$ cat src/rtl/ao311_share_arb_if.sv
// Requester-side bundle for the shared ao311 arbiter:
// requests and operands in, one-hot grant and tagged result out.
interface ao311_share_arb_if #(
  parameter int N  = 4,
  parameter int IW = 2
);
  logic [N-1:0]   req;
  logic [5*N-1:0] opnd;
  logic [N-1:0]   gnt;
  logic           rsp_valid;
  logic [IW-1:0]  rsp_id;
  logic           rsp_z;

  modport master (
    output req, opnd,
    input  gnt, rsp_valid, rsp_id, rsp_z
  );

  modport slave (
    input  req, opnd,
    output gnt, rsp_valid, rsp_id, rsp_z
  );
endinterface

$ cat src/rtl/ao311_share_arb.sv
// Round-robin sharing of one ao311 cell among N requesters:
// grant, latch operands, evaluate next cycle, return tagged result.
module ao311 (
  input  logic a,
  input  logic b,
  input  logic c,
  input  logic d,
  input  logic e,
  output logic z
);
  assign z = (a & b & c) | (d | e);
endmodule

module ao311_share_arb #(
  parameter int N  = 4,
  parameter int IW = 2
) (
  input logic clk,
  input logic rst_n,
  ao311_share_arb_if.slave bus
);

  typedef enum logic {
    IDLE,
    EVAL
  } state_t;

  localparam logic [IW-1:0] LAST = IW'(N - 1);

  state_t        state;
  logic [IW-1:0] ptr;
  logic [4:0]    op_q;
  logic [IW-1:0] id_q;

  logic          found;
  logic [IW-1:0] win;
  logic [IW-1:0] idx;
  logic [IW-1:0] ptr_nxt;
  logic [4:0]    win_op;
  logic          z;

  // Scan from ptr upward; explicit wrap keeps non-power-of-2 N legal.
  always_comb begin
    found = 1'b0;
    win   = '0;
    idx   = ptr;
    for (int k = 0; k < N; k++) begin
      if (!found && bus.req[idx]) begin
        found = 1'b1;
        win   = idx;
      end
      idx = (idx == LAST) ? '0 : idx + 1'b1;
    end
  end

  assign ptr_nxt = (win == LAST) ? '0 : win + 1'b1;
  assign win_op  = bus.opnd[5*int'(win) +: 5];

  ao311 u_cell (
    .a (op_q[4]),
    .b (op_q[3]),
    .c (op_q[2]),
    .d (op_q[1]),
    .e (op_q[0]),
    .z (z)
  );

  always_ff @(posedge clk or negedge rst_n) begin
    if (!rst_n) begin
      state         <= IDLE;
      ptr           <= '0;
      op_q          <= '0;
      id_q          <= '0;
      bus.gnt       <= '0;
      bus.rsp_valid <= 1'b0;
      bus.rsp_id    <= '0;
      bus.rsp_z     <= 1'b0;
    end else begin
      unique case (state)
        IDLE: begin
          bus.rsp_valid <= 1'b0;
          if (found) begin
            state   <= EVAL;
            op_q    <= win_op;
            id_q    <= win;
            ptr     <= ptr_nxt;
            bus.gnt <= {{(N-1){1'b0}}, 1'b1} << win;
          end else begin
            bus.gnt <= '0;
          end
        end
        EVAL: begin
          state         <= IDLE;
          bus.gnt       <= '0;
          bus.rsp_valid <= 1'b1;
          bus.rsp_z     <= z;
          bus.rsp_id    <= id_q;
        end
        default: state <= IDLE;
      endcase
    end
  end

endmodule
$ cat src/flat_wrapper.sv
// flat-port wrapper written by rule: the top's interface ports become plain ports
module ao311_share_arb_flat 
#(
  parameter int N  = 4,
  parameter int IW = 2
)
  (clk, rst_n, bus_req, bus_opnd, bus_gnt, bus_rsp_valid, bus_rsp_id, bus_rsp_z);
  ao311_share_arb_if #(.N(N), .IW(IW)) bus_i ();
  input logic clk;
  input logic rst_n;
  input wire logic [$bits(bus_i.req)-1:0] bus_req;
  input wire logic [$bits(bus_i.opnd)-1:0] bus_opnd;
  output wire logic [$bits(bus_i.gnt)-1:0] bus_gnt;
  output wire logic [$bits(bus_i.rsp_valid)-1:0] bus_rsp_valid;
  output wire logic [$bits(bus_i.rsp_id)-1:0] bus_rsp_id;
  output wire logic [$bits(bus_i.rsp_z)-1:0] bus_rsp_z;
  assign bus_i.req = bus_req;
  assign bus_i.opnd = bus_opnd;
  assign bus_gnt = bus_i.gnt;
  assign bus_rsp_valid = bus_i.rsp_valid;
  assign bus_rsp_id = bus_i.rsp_id;
  assign bus_rsp_z = bus_i.rsp_z;
  ao311_share_arb #(.N(N), .IW(IW)) u_core (.clk(clk), .rst_n(rst_n), .bus(bus_i));
endmodule
$ cat config.mk
export PLATFORM = sky130hd
export DESIGN_NAME = ao311_share_arb_flat
export DESIGN_NICKNAME = d
export VERILOG_FILES = /design/src/rtl/ao311_share_arb_if.sv /design/src/rtl/ao311_share_arb.sv /design/src/flat_wrapper.sv
export SDC_FILE = /design/constraint.sdc
export NUM_CORES = 1
export LEC_CHECK = 0
export ABC_AREA = 1
export CORE_MARGIN = 3
export CORE_UTILIZATION = 44
export CTS_CLUSTER_SIZE = 14
export DETAILED_ROUTE_END_ITERATION = 16
export PLACE_DENSITY = 0.76
export SLEW_MARGIN = 20
export SYNTH_ARGS = -nofsm -noshare
export SYNTH_HDL_FRONTEND = slang
export SYNTH_SLANG_ARGS = --single-unit
$ cat constraint.sdc
create_clock -name clk -period 2.1 [get_ports clk]
set_clock_uncertainty 0.15 [all_clocks]
set_input_delay 0.525 -clock clk [delete_from_list [all_inputs] [get_ports clk]]
set_output_delay 0.525 -clock clk [all_outputs]
set_load 0.005 [all_outputs]
==> impl_metrics.py <==
metrics = {
    "clock_tree": {
        "ctsHoldBuffers": 0,
        "root_buffer": "clkbuf_4",
        "cts_sinks": 18,
        "cts_buffers": 3,
        "ctsLongestPathBuffers": 2,
        "clk-insertion-delay-late_ps": 290,
        "cts_tree": "done",
        "clk_pin_slew_ps": 90,
        "cts_max_level": 1,
    },
    "hold_path": {
        "min_path_type": "register to register",
        "hold_depth": 0,
    },
    "placed_design": {
        "io_buffers": 33,
        "gp_congestion": 0.810,
        "hpwl_um": 2390,
        "place_ws_ps": -453,
    },
    "cells_and_area": {
        "fill_cells": 197,
        "regArea_um2": 452,
        "multiInputGateArea_um2": 908,
        "diodes": 0,
        "drive_above_1_share_pct": 35.7,
        "nNetsFinal": 284,
        "area_growth_pct": 58.6,
    },
    "sta": {
        "setup_tns_ps": -292,
        "fin_ws_ps": -80.7,
        "setup_viol": 8,
        "hold_violations": 0,
        "whs_ps": 275,
        "max-slew-margin-rel_pct": 84.7,
        "final.period_utilization_pct": 104,
        "maxSlewViolCount": 0,
        "worstMarginPinSlew_ps": 229,
        "rsz0062_at_grt": "true",
        "period_needed_ps": 2180,
        "fmax_mhz": 459,
    },
    "routing": {
        "wl_per_cell_um": 13.1,
        "wl_met1_um": 1540,
        "drc_errors": 0,
        "drt_wl_total_um": 3690,
        "vias": 1408,
        "viasPerCell": 4.98,
        "wl_met3_um": 139,
        "drt_iter0_drc": 69,
        "wl_met2_um": 1980,
        "top_layer": "met4",
        "dr.pass1.iters": 4,
        "postRouteAntennaNets": 0,
    },
    "yosys": {
        "yosysMostFrequentCell": "nand2_1",
        "synth_warnings": 0,
        "ys_async_sr_fraction_pct": 100,
        "synthCells": 188,
        "synth_edf_count": 0,
        "syn-cell-area_mm2": 0.00136,
        "yosysSeqAreaShare_pct": 33.1,
        "synth_fp_nets": 219,
        "synth_top_area_cell": "dfrtp_1",
        "synth_top_area_share_pct": 33.1,
        "synth_cell_types": 25,
        "postSynthAreaPerCell_um2": 7.24,
        "yosys_register_bits": 18,
        "synth_flop_cell": "dfrtp_1",
        "synth_top_cells_by_count": "50 x nand2_1, 32 x inv_1, 27 x nand3_1, 18 x dfrtp_1, 12 x nand2_2",
        "yosys-top-cells-area": "dfrtp_1 33%, nand2_1 14%, nand3_1 9.9%, inv_1 8.8%, nand2_2 5.5%",
    },
    "critical_path": {
        "r2r_cells": 15,
        "r2r_slack_ps": -80,
        "crit_slowest_cell": "dfrtp_2",
        "path_cells": "ha_4 -> inv_6 -> nand2_4 -> nand2_4 -> nor2_8 -> nand3_4 -> clkinv_4 -> nand2_4 -> nand2_4 -> inv_4 -> buf_4 -> nand3_1 -> nand2_1 -> nand2_1 -> nand2_1",
        "cp.arrival_ps": 2220,
        "start_kind": "register",
        "crit_type": "register to register",
        "slowest_delay_ps": 460,
        "crit_path_end_kind": "register",
        "cpMostUsedCell": "nand2_4",
        "critPathRequiredTime_ps": 2140,
        "critPathMaxFanout": 6,
    },
    "global_route": {
        "track_usage_pct": 18.3,
        "grt_antenna_before_repair": 0,
        "grt_pass1_wl_um": 5330,
        "grt_pass1_vias": 1249,
        "grt_max_degree": 19,
        "grt-ovfl-total": 0,
    },
    "floorplan": {
        "die_w_um": 61.6,
        "die_height_um": 61.6,
        "core_area_mm2": 0.00285,
        "start_util_pct": 47.7,
        "die_area_mm2": 0.00380,
        "pin_count": 34,
        "rows": 19,
    },
    "run": {
        "cap_violations": 0,
    },
    "run_status": {
        "outcome": "finished, violations left",
        "violations": "setup timing",
    },
}
## placed cells by master, fill, tap and decap left out, types with 2 or more instances in the layout
cell,count
nor2_8,2
a21oi_1,2
ha_4,2
buf_6,4
clkbuf_4,3
o21ai_2,2
o21ai_0,2
buf_4,24
nand2_4,13
nand3_4,3
inv_2,2
nand2_2,15
dlygate4sd2_1,4
clkdlybuf4s50_1,29
nor2_1,9
nand2_1,39
ha_2,2
inv_1,31
nand3_2,7
dfrtp_1,17
or2_1,2
nand3_1,21
## routing by layer
metal  track usage [%]  vias to the layer above
met1              24.1                      660
met4              4.55                        0
met2              31.4                       41
met5                 0                        -
met3              2.52                        4
li1                  -                      703
## logic make-up (layout without fill, tap and decap cells)
kind of cell | after synthesis | count (layout) | share of synthesized area [%]
compound gates | 9 | 9 | 3.49
flops | 18 | 18 | 33.1
buf+inv | 39 | 103 | 12.3
fa+ha+maj | 5 | 5 | 4.60
simple gates | 117 | 117 | 46.5
## layout make-up
type                       instances  area share (%)
multi-input combinational        131            42.1
tap                               31            1.80
sequential                        18            20.9
clock buffer                       4            1.68
inverter                          37            7.36
timing repair buffer              62            26.2
## worst max-delay path, delay by kind of cell (launching register included)
family | cells | cell delay [ps]
adders and majority gates | 1 | 340
and+or+nand+nor | 10 | 770
buffers and inverters | 4 | 350
DFF | 1 | 460
## path summary, 6_finish.rpt
| check | startpoint | to |
|---|---|---|
| setup / recovery | u_core.ptr[0]$_DFFE_PN0P_ | u_core.op_q[3]$_DFFE_PN0P_ |
| hold / removal | u_core.state$_DFF_PN0_ | u_core.bus.rsp_valid$_DFF_PN0_ |
| setup reg to reg | u_core.ptr[0]$_DFFE_PN0P_ | u_core.op_q[3]$_DFFE_PN0P_ |
| hold reg to reg | u_core.state$_DFF_PN0_ | u_core.bus.rsp_valid$_DFF_PN0_ |
| max in group asynchronous | rst_n | u_core.ptr[0]$_DFFE_PN0P_ |
| min in group asynchronous | rst_n | u_core.ptr[0]$_DFFE_PN0P_ |
## flip-flops by register name, summed over array words and instances (netlist names)
register              flops
u_core.bus.gnt            4
u_core.bus.rsp_z          1
u_core.id_q               2
u_core.state              1
u_core.op_q               5
u_core.bus.rsp_valid      1
u_core.bus.rsp_id         2
u_core.ptr                2
## through the flow
step           area [µm²]  utilization, %  cells
2_1_floorplan        1370               -    188
3_5_place_dp         1870            65.5    269
6_report             2160            75.7    283
4_1_cts              2040            71.5    282
3_3_place_gp         1870            65.5    269
5_1_grt              2160            75.7    283
## timing repair
| item | 4_1_cts | 5_1_grt |
|---|---|---|
| setup endpoints to repair | 10 | 13 |
| pin swaps | 11 | 18 |
| resized for setup | 21 | 32 |
| buffers inserted | 9 | 1 |
Power is left out: the tool's default activity adds up to more than one toggle a clock period on the data nets, which glitch-free logic cannot reach.
